File: config.mk
export PLATFORM = sky130hd
export DESIGN_NAME = ex_issue_ctrl_flat
export DESIGN_NICKNAME = d
export VERILOG_FILES = /design/src/rtl/ex_issue_ctrl_if.sv /design/src/rtl/ex_issue_ctrl.sv /design/src/flat_wrapper.sv
export SDC_FILE = /design/constraint.sdc
export NUM_CORES = 1
export LEC_CHECK = 0
export ABC_CLOCK_PERIOD_IN_PS = 11400
export BUFFER_PORTS_ARGS = -buffer_cell sky130_fd_sc_hd__buf_2
export CORE_MARGIN = 2
export CORE_UTILIZATION = 33
export CTS_CLUSTER_SIZE = 14
export DETAILED_ROUTE_END_ITERATION = 7
export PLACE_DENSITY = 0.51
export RECOVER_POWER = 50
export SLEW_MARGIN = 20
export SYNTH_ARGS = -nofsm -noshare
export SYNTH_HDL_FRONTEND = slang
export SYNTH_SLANG_ARGS = --single-unit
File: constraint.sdc
create_clock -name clk -period 11.4 [get_ports clk]
set_clock_uncertainty 0.15 [all_clocks]
set_input_delay 2.28 -clock clk [delete_from_list [all_inputs] [get_ports clk]]
set_output_delay 2.28 -clock clk [all_outputs]
set_load 0.05 [all_outputs]
File: src/rtl/ex_issue_ctrl_if.sv
// ID/EX latch to execute-stage issue interface: decoded op in, stall/issue back, writeback tag and FU busy out.
interface ex_issue_ctrl_if #(
    parameter int ROB_ID_W = 5,
    parameter int DEST_W   = 6,
    parameter int NUM_FU   = 5
);
    logic                flush;
    logic                in_ins_nop;
    logic [2:0]          in_func_select;
    logic [3:0]          in_latency;
    logic [ROB_ID_W-1:0] in_ins_id;
    logic [DEST_W-1:0]   in_dest_addr;
    logic                stall;
    logic                issue;
    logic                wb_valid;
    logic [ROB_ID_W-1:0] wb_ins_id;
    logic [DEST_W-1:0]   wb_dest_addr;
    logic [NUM_FU-1:0]   fu_busy;

    modport master (
        output flush, in_ins_nop, in_func_select, in_latency, in_ins_id, in_dest_addr,
        input  stall, issue, wb_valid, wb_ins_id, wb_dest_addr, fu_busy
    );

    modport slave (
        input  flush, in_ins_nop, in_func_select, in_latency, in_ins_id, in_dest_addr,
        output stall, issue, wb_valid, wb_ins_id, wb_dest_addr, fu_busy
    );
endinterface

File: src/rtl/ex_issue_ctrl.sv
// Execute-stage issue control: FU occupancy, single result-bus slot tracking, fixed-latency wb tags.
// Defining ISSUE_STATS_EN adds saturating stat_issued / stat_stall_cycles counters.
module ex_issue_ctrl #(
    parameter int ROB_ID_W = 5,
    parameter int DEST_W   = 6,
    parameter int NUM_FU   = 5,
    parameter int MAX_LAT  = 15,
    parameter logic [NUM_FU-1:0] PIPE_MASK = 5'b00011
) (
    input  logic           clk,
    input  logic           reset,
    ex_issue_ctrl_if.slave bus
`ifdef ISSUE_STATS_EN
    ,
    output logic [31:0]    stat_issued,
    output logic [31:0]    stat_stall_cycles
`endif
);
    typedef struct packed {
        logic                v;
        logic [ROB_ID_W-1:0] id;
        logic [DEST_W-1:0]   dest;
    } slot_t;

    slot_t      slot    [MAX_LAT];
    slot_t      slot_sh [MAX_LAT];
    logic [3:0] busy_cnt [NUM_FU];
    logic [NUM_FU-1:0] fu_busy;
    int   lat;
    int   fsel;
    logic sel_busy;
    logic conflict;
    logic stall;
    logic issue;

    always_comb begin
        lat = int'(bus.in_latency);
        if (lat == 0) lat = 1;
        if (lat > MAX_LAT) lat = MAX_LAT;
        fsel = int'(bus.in_func_select);
    end

    // Out-of-range func_select matches no FU, so it behaves as pipelined.
    always_comb begin
        sel_busy = 1'b0;
        fu_busy  = '0;
        for (int f = 0; f < NUM_FU; f++) begin
            fu_busy[f] = (busy_cnt[f] != 4'd0);
            if (fsel == f && busy_cnt[f] != 4'd0) sel_busy = 1'b1;
        end
        // slot[L] shifts down to L-1 at this edge; L==MAX_LAT never matches.
        conflict = 1'b0;
        for (int k = 0; k < MAX_LAT; k++) begin
            if (lat == k && slot[k].v) conflict = 1'b1;
        end
    end

    assign stall = !bus.in_ins_nop && (sel_busy || conflict);
    assign issue = !bus.in_ins_nop && !stall && !bus.flush && !reset;

    always_comb begin
        for (int k = 0; k < MAX_LAT - 1; k++) slot_sh[k] = slot[k + 1];
        slot_sh[MAX_LAT - 1] = '0;
    end

    always_ff @(posedge clk) begin
        if (reset || bus.flush) begin
            for (int k = 0; k < MAX_LAT; k++) slot[k] <= '0;
            for (int f = 0; f < NUM_FU; f++) busy_cnt[f] <= 4'd0;
        end else begin
            for (int k = 0; k < MAX_LAT; k++) begin
                if (issue && k == lat - 1)
                    slot[k] <= '{v: 1'b1, id: bus.in_ins_id, dest: bus.in_dest_addr};
                else
                    slot[k] <= slot_sh[k];
            end
            for (int f = 0; f < NUM_FU; f++) begin
                if (issue && fsel == f && !PIPE_MASK[f])
                    busy_cnt[f] <= 4'(lat - 1);
                else if (busy_cnt[f] != 4'd0)
                    busy_cnt[f] <= busy_cnt[f] - 4'd1;
            end
        end
    end

    assign bus.stall        = stall;
    assign bus.issue        = issue;
    assign bus.wb_valid     = slot[0].v;
    assign bus.wb_ins_id    = slot[0].id;
    assign bus.wb_dest_addr = slot[0].dest;
    assign bus.fu_busy      = fu_busy;

`ifdef ISSUE_STATS_EN
    // Counters survive flush; only reset clears them.
    always_ff @(posedge clk) begin
        if (reset) begin
            stat_issued       <= 32'd0;
            stat_stall_cycles <= 32'd0;
        end else begin
            if (issue && stat_issued != 32'hFFFF_FFFF)
                stat_issued <= stat_issued + 32'd1;
            if (stall && stat_stall_cycles != 32'hFFFF_FFFF)
                stat_stall_cycles <= stat_stall_cycles + 32'd1;
        end
    end
`endif
endmodule

File: src/flat_wrapper.sv
// flat-port wrapper written by rule: the top's interface ports become plain ports
module ex_issue_ctrl_flat 
#(
    parameter int ROB_ID_W = 5,
    parameter int DEST_W   = 6,
    parameter int NUM_FU   = 5,
    parameter int MAX_LAT  = 15,
    parameter logic [NUM_FU-1:0] PIPE_MASK = 5'b00011
)
  (clk, reset, bus_flush, bus_in_ins_nop, bus_in_func_select, bus_in_latency, bus_in_ins_id, bus_in_dest_addr, bus_stall, bus_issue, bus_wb_valid, bus_wb_ins_id, bus_wb_dest_addr, bus_fu_busy);
  ex_issue_ctrl_if #(.ROB_ID_W(ROB_ID_W), .DEST_W(DEST_W), .NUM_FU(NUM_FU)) bus_i ();
  input  logic clk;
  input  logic reset;
  input wire logic [$bits(bus_i.flush)-1:0] bus_flush;
  input wire logic [$bits(bus_i.in_ins_nop)-1:0] bus_in_ins_nop;
  input wire logic [$bits(bus_i.in_func_select)-1:0] bus_in_func_select;
  input wire logic [$bits(bus_i.in_latency)-1:0] bus_in_latency;
  input wire logic [$bits(bus_i.in_ins_id)-1:0] bus_in_ins_id;
  input wire logic [$bits(bus_i.in_dest_addr)-1:0] bus_in_dest_addr;
  output wire logic [$bits(bus_i.stall)-1:0] bus_stall;
  output wire logic [$bits(bus_i.issue)-1:0] bus_issue;
  output wire logic [$bits(bus_i.wb_valid)-1:0] bus_wb_valid;
  output wire logic [$bits(bus_i.wb_ins_id)-1:0] bus_wb_ins_id;
  output wire logic [$bits(bus_i.wb_dest_addr)-1:0] bus_wb_dest_addr;
  output wire logic [$bits(bus_i.fu_busy)-1:0] bus_fu_busy;
  assign bus_i.flush = bus_flush;
  assign bus_i.in_ins_nop = bus_in_ins_nop;
  assign bus_i.in_func_select = bus_in_func_select;
  assign bus_i.in_latency = bus_in_latency;
  assign bus_i.in_ins_id = bus_in_ins_id;
  assign bus_i.in_dest_addr = bus_in_dest_addr;
  assign bus_stall = bus_i.stall;
  assign bus_issue = bus_i.issue;
  assign bus_wb_valid = bus_i.wb_valid;
  assign bus_wb_ins_id = bus_i.wb_ins_id;
  assign bus_wb_dest_addr = bus_i.wb_dest_addr;
  assign bus_fu_busy = bus_i.fu_busy;
  ex_issue_ctrl #(.ROB_ID_W(ROB_ID_W), .DEST_W(DEST_W), .NUM_FU(NUM_FU), .MAX_LAT(MAX_LAT), .PIPE_MASK(PIPE_MASK)) u_core (.clk(clk), .reset(reset), .bus(bus_i));
endmodule
* Word-level counts from Yosys, hierarchy flattened
Memory sizes are Yosys's and may differ from the RTL's. Cells that the tools add are included.
Word-level totals: register bits 0, bits in latches 0, bits in writable memories 200, ROM bits 0, bits of input ports 22, output and inout port bits 19, memories 2
Operators by class: $add $sub $neg 6, multipliers 0, div/mod/pow operators 0, $lt $le $gt $ge 1, equal/unequal tests 32, shifts and indexed selects 0, multiplexer cells 179, bitwise logic cells 38, reduce and logical (&&, ||, !) cells 57
Memories:
- u_core.slot | depth 15, bits a word 12, read ports 15, clocked after Yosys merged registers in 0, write ports 15, RTL line ex_issue_ctrl.sv:25 | slot_t slot [MAX_LAT];
- u_core.busy_cnt | depth 5, bits a word 4, read ports 5, clocked after Yosys merged registers in 0, write ports 5, RTL line ex_issue_ctrl.sv:27 | logic [3:0] busy_cnt [NUM_FU];
Operator list (count):
- 2-to-1 mux 12 bit | 30
- == test 32 x 5 -> 1 bit, second input constant | 7
- == test 5 x 32 -> 1 bit, first input constant | 7
- 2-to-1 mux 1 bit | 139
- == test 32 x 4 -> 1 bit, second input constant | 4
- == test 4 x 32 -> 1 bit, first input constant | 4
- zero test 32 bit | 3
- == test 3 x 32 -> 1 bit, first input constant | 2
- == test 32 x 3 -> 1 bit, second input constant | 2
- logical AND 1 bit | 42
- OR 1 bit | 38
- 2-to-1 mux 4 bit | 9
- == test 2 x 32 -> 1 bit, first input constant | 1
- == test 32 x 2 -> 1 bit, second input constant | 1
- 2-to-1 mux 32 bit | 1
- subtractor 32 x 2 -> 32 bit, second input constant | 1
- nonzero test 4 bit | 5
- subtractor 4 x 1 -> 4 bit, second input constant | 5
- == test 3 bit, second input constant | 3
- > comparator 4 bit, second input constant | 1
- zero test 1 bit | 4
- zero test 4 bit | 1
- == test 3 x 2 -> 1 bit, second input constant | 1
- logical OR 1 bit | 2

* Depth between registers and ports, before layout
Gate-level depths: netlist (run 1).
depth after elaboration 33, depth in mapped cells 11, depth with buffers taken out 8

* Worst setup path before layout (run 1)
OpenSTA, ideal clock, no wires.
kind in2out, start input port bus_in_latency[2], end output port bus_stall, arrival time 4.134 ns, required time 8.970 ns, setup slack 4.836 ns, cell stages on the path 6, cell sequence clkbuf_1 clkbuf_1 nand3_1 a21oi_1 nor3_1 a21oi_1
Between the ends: longest elaborated chain between the ends 23, elaborated cells between the ends (all ways) 51
RTL lines:
- start: declaration | RTL line flat_wrapper.sv:17 | input wire logic [$bits(bus_i.in_latency)-1:0] bus_in_latency;
- zero test 4 bit | RTL line ex_issue_ctrl.sv:38 | if (lat == 0) lat = 1;
- 2-to-1 mux 4 bit * | RTL line ex_issue_ctrl.sv:38
- > comparator 4 bit | RTL line ex_issue_ctrl.sv:39 | if (lat > MAX_LAT) lat = MAX_LAT;
- 2-to-1 mux 32 bit * | RTL line ex_issue_ctrl.sv:39
- zero test 32 bit | RTL line ex_issue_ctrl.sv:54 | if (lat == k && slot[k].v) conflict = 1'b1;
- logical AND 1 bit | RTL line ex_issue_ctrl.sv:54
- 2-to-1 mux 1 bit (14 in a row) | RTL line ex_issue_ctrl.sv:54
- 2-to-1 mux 1 bit * | RTL line ex_issue_ctrl.sv:54
- logical OR 1 bit * | RTL line ex_issue_ctrl.sv:58 | assign stall = !bus.in_ins_nop && (sel_busy || conflict);
- logical AND 1 bit * | RTL line ex_issue_ctrl.sv:58
- end: declaration | RTL line flat_wrapper.sv:20 | output wire logic [$bits(bus_i.stall)-1:0] bus_stall;
Mark *: on every way between the ends. The rest lies on a longest branch, timed or not.

==> impl_metrics.xml, run 1 <==
<?xml version="1.0" encoding="UTF-8"?>
<metrics>
  <group name="setup_path">
    <metric name="crit_cells" unit="">6</metric>
    <metric name="startpoint_of_the_lowest_slack_register_to_register_path" unit="">u_core.busy_cnt[1][0]$_SDFFCE_PP0P_</metric>
    <metric name="timing.critical_path.fanout_max" unit="">87</metric>
    <metric name="max_stage_delay" unit="ns">2.76</metric>
    <metric name="worstPathRequired" unit="ns">11.49</metric>
    <metric name="worst_r2r_endpoint" unit="">u_core.slot[0][11]$_SDFFCE_PN0P_</metric>
    <metric name="timing.critical_path.buf_inv" unit="">3</metric>
    <metric name="crit_chain" unit="">buf_2 &gt; nor2_1 &gt; clkbuf_1 &gt; buf_4 &gt; nand2_1 &gt; mux2i_1</metric>
    <metric name="crit_type" unit="">in -&gt; reg</metric>
    <metric name="timing.critical_path.to" unit="">u_core.slot[0][78]$_SDFFCE_PN0P_</metric>
    <metric name="setup.worst_path.start" unit="">bus_flush</metric>
    <metric name="critical_path.slowest_cell" unit="">clkbuf_1</metric>
    <metric name="setup.worst_path.end_class" unit="">flip-flop</metric>
    <metric name="crit_arrival" unit="ns">7.20</metric>
    <metric name="rrSetupSlack" unit="ns">7.72</metric>
    <metric name="worst-r2r-cell-count" unit="">8</metric>
    <metric name="startpoint_class_of_the_critical_path" unit="">input port</metric>
    <metric name="cpLargestDelayFamily" unit="">buffers and inverters</metric>
  </group>
  <group name="logic_synthesis">
    <metric name="post_synth_mux_area_share" unit="%">16.3</metric>
    <metric name="synth.yosys.warnings" unit="">0</metric>
    <metric name="synth_compound_gate_area_share" unit="%">3.00</metric>
    <metric name="yosys.area_share.simple" unit="%">12.6</metric>
    <metric name="netlist.area_leader.share" unit="%">61.1</metric>
    <metric name="syn_avg_cell_area" unit="µm²">12.1</metric>
    <metric name="synth_xor_area_share" unit="%">0.891</metric>
    <metric name="synth.yosys.seq_area_share" unit="%">61.1</metric>
    <metric name="synth.cells.most_frequent" unit="">edfxtp_1, nand2_1, mux2i_1, clkbuf_1, inv_1</metric>
    <metric name="synth-main-ff-cell" unit="">edfxtp_1</metric>
    <metric name="syn-instance-count" unit="">812</metric>
    <metric name="synth.ff_latch_count" unit="">200</metric>
    <metric name="yosysUniqueCellTypes" unit="">50</metric>
    <metric name="yosys.area.top_type" unit="">edfxtp_1</metric>
    <metric name="syn-cell-area" unit="µm²">9830</metric>
    <metric name="synth_top_family_by_area" unit="">multiplexers</metric>
    <metric name="post-synth-top-count-cell" unit="">edfxtp_1</metric>
    <metric name="adder_cell_share_of_the_synthesized_area" unit="%">1.02</metric>
    <metric name="post_synth_edffs" unit="">200</metric>
    <metric name="postSynth.asyncResetShare" unit="%">0</metric>
    <metric name="netlist_top_cells_area" unit="">edfxtp_1, mux2i_1, nand2_1, clkbuf_1, inv_1</metric>
  </group>
  <group name="clock_tree">
    <metric name="cts_root_buf" unit="">clkbuf_16</metric>
    <metric name="htree_num_levels" unit="">4</metric>
    <metric name="postCtsSetupRepairBufs" unit="">0</metric>
    <metric name="clk_pin_slew" unit="ns">0.07</metric>
    <metric name="tritoncts.num_buffers" unit="">17</metric>
    <metric name="cts_max_path_buffers" unit="">2</metric>
    <metric name="hold_buffers" unit="">0</metric>
    <metric name="clock_latency" unit="ns">0.43</metric>
    <metric name="cts_resized" unit="">0</metric>
    <metric name="clock-sinks" unit="">200</metric>
    <metric name="cts_tree" unit="">built</metric>
  </group>
  <group name="floorplan">
    <metric name="die-height" unit="µm">177</metric>
    <metric name="core_area" unit="µm²">29500</metric>
    <metric name="fp.dieArea" unit="µm²">31200</metric>
    <metric name="num_rows" unit="">63</metric>
    <metric name="ioPinCount" unit="">41</metric>
    <metric name="chipWidth" unit="µm">177</metric>
    <metric name="initial_utilization" unit="%">33.3</metric>
  </group>
  <group name="global_routing">
    <metric name="grt_first_pass_wirelength" unit="mm">28.7</metric>
    <metric name="antenna_found_initial" unit="">0</metric>
    <metric name="grt_max_degree" unit="">88</metric>
    <metric name="grt_pass1_vias" unit="">5600</metric>
    <metric name="globalRouteOverflowTotal" unit="">0</metric>
    <metric name="globalRouteTotalUtil" unit="%">11.7</metric>
  </group>
  <group name="placement">
    <metric name="finalWeightedCongestion" unit="">0.816</metric>
    <metric name="dp.final_hpwl" unit="mm">12.0</metric>
    <metric name="io_buf_count" unit="">40</metric>
  </group>
  <group name="sta">
    <metric name="post-route-min-period" unit="ns">7.11</metric>
    <metric name="setup_violations" unit="">0</metric>
    <metric name="max_clock_freq" unit="MHz">141</metric>
    <metric name="tightest_slew" unit="ns">3.95</metric>
    <metric name="worst_hold_check_slack" unit="ns">0.409</metric>
    <metric name="maxSlewHeadroom" unit="%">-163</metric>
    <metric name="final_report_max_slew_violation_count" unit="">109</metric>
    <metric name="fin_crit_sh" unit="%">62.3</metric>
    <metric name="grt_setup_unrepaired" unit="">false</metric>
    <metric name="setup_total_negative_slack" unit="ns">0</metric>
    <metric name="hold_viol_final" unit="">0</metric>
  </group>
  <group name="cells_and_area">
    <metric name="layout.core_utilization" unit="%">38.7</metric>
    <metric name="syn_to_final_growth" unit="%">16.2</metric>
    <metric name="antennaDiodeCount" unit="">0</metric>
    <metric name="nets" unit="">1011</metric>
    <metric name="post_route_cells_drive_above_1_share" unit="%">6.74</metric>
  </group>
  <group name="drt">
    <metric name="drt_first_pass_iters" unit="">4</metric>
    <metric name="drt-initial-drc-count" unit="">280</metric>
    <metric name="detail-route-antenna-nets" unit="">0</metric>
    <metric name="routed-via-count" unit="">5931</metric>
    <metric name="drcViolationCount" unit="">0</metric>
    <metric name="totalWireLength" unit="mm">17.4</metric>
    <metric name="detail_route.wl_per_cell" unit="µm">12.6</metric>
    <metric name="post_drt_via_cell_ratio" unit="">4.29</metric>
  </group>
  <group name="pwr">
    <metric name="ir_drop_worst_case_vdd" unit="V">0.0000807</metric>
    <metric name="totalPowerFinal" unit="mW">1.79</metric>
    <metric name="leakagePower" unit="nW">5.20</metric>
    <metric name="powerDensity" unit="nW/µm²">157</metric>
  </group>
  <group name="hold_path">
    <metric name="hold_class" unit="">reg -&gt; reg</metric>
  </group>
  <group name="run">
    <metric name="max-cap-violations" unit="">2</metric>
  </group>
  <group name="status">
    <metric name="status" unit="">complete, but fails checks</metric>
    <metric name="violated_checks" unit="">max-capacitance violations, max-slew violations</metric>
  </group>
</metrics>
==> how the worst min path moves through the flow <==
stage | startpoint | slack (ns) | end | cells past startpoint
after floorplan | u_core.slot[1][35]$_SDFFCE_PP0P_ | 0.37 | u_core.slot[1][23]$_DFFE_PP_ | 1
after global routing | u_core.slot[1][35]$_SDFFCE_PP0P_ | 0.44 | u_core.slot[1][23]$_DFFE_PP_ | 1
after detailed placement | u_core.slot[1][35]$_SDFFCE_PP0P_ | 0.40 | u_core.slot[1][23]$_DFFE_PP_ | 1
after CTS | u_core.slot[1][35]$_SDFFCE_PP0P_ | 0.42 | u_core.slot[1][23]$_DFFE_PP_ | 1
final | u_core.slot[1][35]$_SDFFCE_PP0P_ | 0.41 | u_core.slot[1][23]$_DFFE_PP_ | 1
after global placement | u_core.slot[1][35]$_SDFFCE_PP0P_ | 0.41 | u_core.slot[1][23]$_DFFE_PP_ | 1
==> registers in the layout (all words and copies together), names as in the netlist <==
signal           cells
u_core.slot        180
u_core.busy_cnt     20
==> metal layers <==
layer	vias up	routed length, µm	global-route usage (%)
li1	3008	-	-
met4	0	144	3.65
met3	7	649	2.48
met2	94	8030	18.0
met5	-	0	0
met1	2822	8590	16.6
==> cell families after synthesis <==
| family | Yosys count |
|---|---|
| mux | 159 |
| compound gates | 45 |
| flops | 200 |
| fa+ha+maj | 8 |
| other cells | 1 |
| xor+xnor | 10 |
| simple gates | 279 |
| buf+inv | 110 |
==> layout by cell type, fill, tap and decap left out, types with 5 or more instances in the layout <==
| cell | n |
|---|---|
| o22ai_1 | 5 |
| xnor2_1 | 6 |
| inv_1 | 37 |
| inv_8 | 5 |
| nor2_1 | 35 |
| a21oi_1 | 21 |
| nand3_1 | 8 |
| mux2i_1 | 156 |
| conb_1 | 180 |
| ha_1 | 8 |
| buf_2 | 22 |
| nand2b_1 | 6 |
| clkbuf_1 | 20 |
| edfxtp_1 | 200 |
| nor3_1 | 11 |
| a211oi_1 | 5 |
| nand4_1 | 6 |
| nand2_1 | 175 |
| and2_1 | 8 |
| clkbuf_16 | 17 |
==> cell type report <==
cell class | instances | area [µm²]
Clock buffer | 17 | 425
Fill cell | 2920 | 18100
Multi-Input combinational cell | 681 | 3980
Clock inverter | 15 | 180
Inverter | 37 | 139
Sequential cell | 200 | 6010
Tap cell | 390 | 488
Timing Repair Buffer | 44 | 200
==> power by group <==
part           total [mW]  internal, mW  switching (mW)
Clock               0.629         0.334           0.295
Sequential          0.902         0.876          0.0259
Combinational       0.263        0.0821           0.181
==> per-stage QoR <==
stage,cell area (µm²),setup slack [ns],cells
floorplan,10500,4.84,991
global placement,10900,4.48,1352
detailed placement,10900,4.47,1352
CTS,11500,4.46,1384
global route,11400,3.63,1384
finish,11400,4.29,1384
No activity file was read; power rests on OpenSTA's default activity.
==> run 2: changes to the inputs <==
ABC_CLOCK_PERIOD_IN_PS = 7300   (was 11400)
clock period = 7.3 ns   (was 11.4 ns; I/O delays follow)
==> run 2 against run 1 <==
Against the previous run: first-iteration DRC count grew 70%; worst hold slack better by 0.015 ns; sequential power grew 56%; utilization up 0.068 points; non-clock buffer count did not move; setup slack worse by 2.6 ns; via count shrank 0.17%; critical path depth fell by 1; wire length shrank 0.95%; clock power is 57% higher; count of clock-buffer cells in the layout is the same; sequential share of layout area fell by 0.092 points; critical endpoint is now u_core.slot[0][68]$_SDFFCE_PN0P_; the flow still finishes with violations (max-capacitance violations, max-slew violations).
==> impl_metrics.xml, run 2 (synthesis results as in run 1) <==
<?xml version="1.0" encoding="UTF-8"?>
<metrics>
  <group name="floorplan">
    <metric name="initial_utilization" unit="%">33.3</metric>
    <metric name="num_rows" unit="">63</metric>
    <metric name="core_area" unit="µm²">29500</metric>
    <metric name="ioPinCount" unit="">41</metric>
    <metric name="die-height" unit="µm">177</metric>
    <metric name="chipWidth" unit="µm">177</metric>
    <metric name="fp.dieArea" unit="µm²">31200</metric>
  </group>
  <group name="setup_path">
    <metric name="max_stage_delay" unit="ns">2.39</metric>
    <metric name="worst_r2r_endpoint" unit="">u_core.busy_cnt[4][1]$_DFFE_PP_</metric>
    <metric name="crit_chain" unit="">clkbuf_1 &gt; nor2_4 &gt; clkbuf_2 &gt; nand2_1 &gt; mux2i_1</metric>
    <metric name="startpoint_class_of_the_critical_path" unit="">input port</metric>
    <metric name="timing.critical_path.buf_inv" unit="">2</metric>
    <metric name="timing.critical_path.fanout_max" unit="">173</metric>
    <metric name="critical_path.slowest_cell" unit="">clkbuf_2</metric>
    <metric name="crit_arrival" unit="ns">5.73</metric>
    <metric name="rrSetupSlack" unit="ns">3.60</metric>
    <metric name="setup.worst_path.start" unit="">bus_flush</metric>
    <metric name="startpoint_of_the_lowest_slack_register_to_register_path" unit="">u_core.busy_cnt[1][0]$_SDFFCE_PP0P_</metric>
    <metric name="worst-r2r-cell-count" unit="">9</metric>
    <metric name="worstPathRequired" unit="ns">7.38</metric>
    <metric name="setup.worst_path.end_class" unit="">flip-flop</metric>
    <metric name="crit_type" unit="">in -&gt; reg</metric>
    <metric name="cpLargestDelayFamily" unit="">buffers and inverters</metric>
  </group>
  <group name="sta">
    <metric name="post-route-min-period" unit="ns">5.64</metric>
    <metric name="fin_crit_sh" unit="%">77.3</metric>
    <metric name="setup_violations" unit="">0</metric>
    <metric name="tightest_slew" unit="ns">3.52</metric>
    <metric name="hold_viol_final" unit="">0</metric>
    <metric name="maxSlewHeadroom" unit="%">-135</metric>
    <metric name="setup_total_negative_slack" unit="ns">0</metric>
    <metric name="grt_setup_unrepaired" unit="">false</metric>
    <metric name="final_report_max_slew_violation_count" unit="">195</metric>
    <metric name="max_clock_freq" unit="MHz">177</metric>
    <metric name="post-route-worst-setup-slack" unit="ns">1.66</metric>
  </group>
  <group name="drt">
    <metric name="detail-route-antenna-nets" unit="">0</metric>
    <metric name="detail_route.wl_per_cell" unit="µm">12.5</metric>
    <metric name="drt_first_pass_iters" unit="">4</metric>
    <metric name="routed-via-count" unit="">5921</metric>
    <metric name="post_drt_via_cell_ratio" unit="">4.28</metric>
    <metric name="totalWireLength" unit="mm">17.3</metric>
    <metric name="drt-initial-drc-count" unit="">476</metric>
    <metric name="drcViolationCount" unit="">0</metric>
  </group>
  <group name="global_routing">
    <metric name="globalRouteOverflowTotal" unit="">0</metric>
    <metric name="grt_max_degree" unit="">174</metric>
    <metric name="antenna_found_initial" unit="">0</metric>
    <metric name="grt_pass1_vias" unit="">5678</metric>
    <metric name="grt_first_pass_wirelength" unit="mm">29.0</metric>
    <metric name="globalRouteTotalUtil" unit="%">11.8</metric>
  </group>
  <group name="pwr">
    <metric name="seq_power_share" unit="%">50.0</metric>
    <metric name="p_sw" unit="mW">0.789</metric>
    <metric name="power.internal" unit="mW">2.03</metric>
    <metric name="totalPowerFinal" unit="mW">2.82</metric>
    <metric name="powerDensity" unit="nW/µm²">246</metric>
    <metric name="combinationalPowerShare" unit="%">15.0</metric>
    <metric name="power_switching_share" unit="%">28.0</metric>
    <metric name="ir_drop_worst_case_vdd" unit="V">0.000148</metric>
    <metric name="share_clk_of_total_power" unit="%">35.0</metric>
    <metric name="leakagePower" unit="nW">5.20</metric>
  </group>
  <group name="cells_and_area">
    <metric name="flip_flop_count_of_the_largest_register_after_layout" unit="">180</metric>
    <metric name="post_route_cells_drive_above_1_share" unit="%">6.95</metric>
    <metric name="most-common-layout-cells" unit="">edfxtp_1, conb_1, nand2_1, mux2i_1, inv_1</metric>
    <metric name="post-route-cell-area" unit="µm²">11400</metric>
    <metric name="layout_commonest_cell" unit="">edfxtp_1</metric>
    <metric name="nets" unit="">1011</metric>
    <metric name="syn_to_final_growth" unit="%">16.4</metric>
    <metric name="antennaDiodeCount" unit="">0</metric>
    <metric name="top_register" unit="">u_core.slot</metric>
    <metric name="largestRegisters" unit="">u_core.slot: 180 flops, u_core.busy_cnt: 20 flops</metric>
  </group>
  <group name="clock_tree">
    <metric name="cts_tree" unit="">built</metric>
    <metric name="cts_root_buf" unit="">clkbuf_16</metric>
    <metric name="hold_buffers" unit="">0</metric>
    <metric name="clock_latency" unit="ns">0.43</metric>
    <metric name="clk_pin_slew" unit="ns">0.07</metric>
    <metric name="htree_num_levels" unit="">4</metric>
    <metric name="postCtsSetupRepairBufs" unit="">0</metric>
    <metric name="cts_max_path_buffers" unit="">2</metric>
    <metric name="clock-sinks" unit="">200</metric>
    <metric name="tritoncts.num_buffers" unit="">17</metric>
    <metric name="cts_resized" unit="">0</metric>
  </group>
  <group name="placement">
    <metric name="post_dp_cell_area" unit="µm²">10900</metric>
    <metric name="placement.setup.worst_slack" unit="ns">2.01</metric>
    <metric name="dp.final_hpwl" unit="mm">11.7</metric>
    <metric name="io_buf_count" unit="">40</metric>
    <metric name="finalWeightedCongestion" unit="">0.844</metric>
  </group>
  <group name="status">
    <metric name="violated_checks" unit="">max-capacitance violations, max-slew violations</metric>
    <metric name="status" unit="">complete, but fails checks</metric>
  </group>
  <group name="hold_path">
    <metric name="timing.hold.worst_path_depth" unit="">1</metric>
    <metric name="hold_class" unit="">reg -&gt; reg</metric>
    <metric name="startpoint_of_the_tightest_hold_check_path" unit="">u_core.slot[1][35]$_SDFFCE_PP0P_</metric>
    <metric name="min_delay_worst_endpoint" unit="">u_core.slot[1][23]$_DFFE_PP_</metric>
  </group>
  <group name="run">
    <metric name="max-cap-violations" unit="">2</metric>
  </group>
</metrics>
## run 2: cell types whose count changed in the layout (fill, tap and decap cells not counted)
cell	change
nor2_1	-1
inv_6	-3
nor2_4	+1
clkbuf_2	+1
buf_2	-1
clkinv_8	+2
and2_0	+1
a211oi_2	+1
clkinv_2	+1
a211oi_1	-1
clkinv_1	-1
and2_1	-1
## run 2: power groups by stage
stage	clock network, mW	logic, mW	registers [mW]
floorplan	0	0.331	1.42
global placement	0	0.420	1.43
detailed placement	0	0.426	1.43
CTS	1.02	0.428	1.41
global route	1.06	0.471	1.42
finish	0.986	0.422	1.41
## run 2: per-stage QoR
| step | utilization, % | hold slack, ns | cells |
|---|---|---|---|
| 2_1_floorplan | - | 0.370 | 991 |
| 3_3_place_gp | 36.9 | 0.403 | 1352 |
| 3_5_place_dp | 36.9 | 0.400 | 1352 |
| 4_1_cts | 39.0 | 0.421 | 1383 |
| 5_1_grt | 38.8 | 0.455 | 1383 |
| 6_report | 38.8 | 0.424 | 1383 |
## run 2: worst max path at each step
stage          cells past startpoint                                to  slack (ns)
3_5_place_dp                       8                         bus_issue        2.01
3_3_place_gp                       8                         bus_issue        2.07
6_report                           5  u_core.slot[0][68]$_SDFFCE_PN0P_        1.66
2_1_floorplan                      6                         bus_stall        2.38
5_1_grt                            5  u_core.slot[0][93]$_SDFFCE_PN0P_        0.95
4_1_cts                            8                         bus_issue        1.99
## run 2: per-layer routing
metal | track usage [%] | up-vias | share of wire, %
li1 | - | 3003 | -
met1 | 16.8 | 2840 | 51
met2 | 18.1 | 66 | 45
met3 | 2.39 | 12 | 2.9
met4 | 3.20 | 0 | 0.98
met5 | 0 | - | 0
## run 2: final cells by class
class	count	area, µm²
Fill cell	2930	18000
Sequential cell	200	6010
Multi-Input combinational cell	681	4000
Tap cell	390	488
Clock buffer	17	425
Timing Repair Buffer	44	200
Clock inverter	14	188
Inverter	37	139
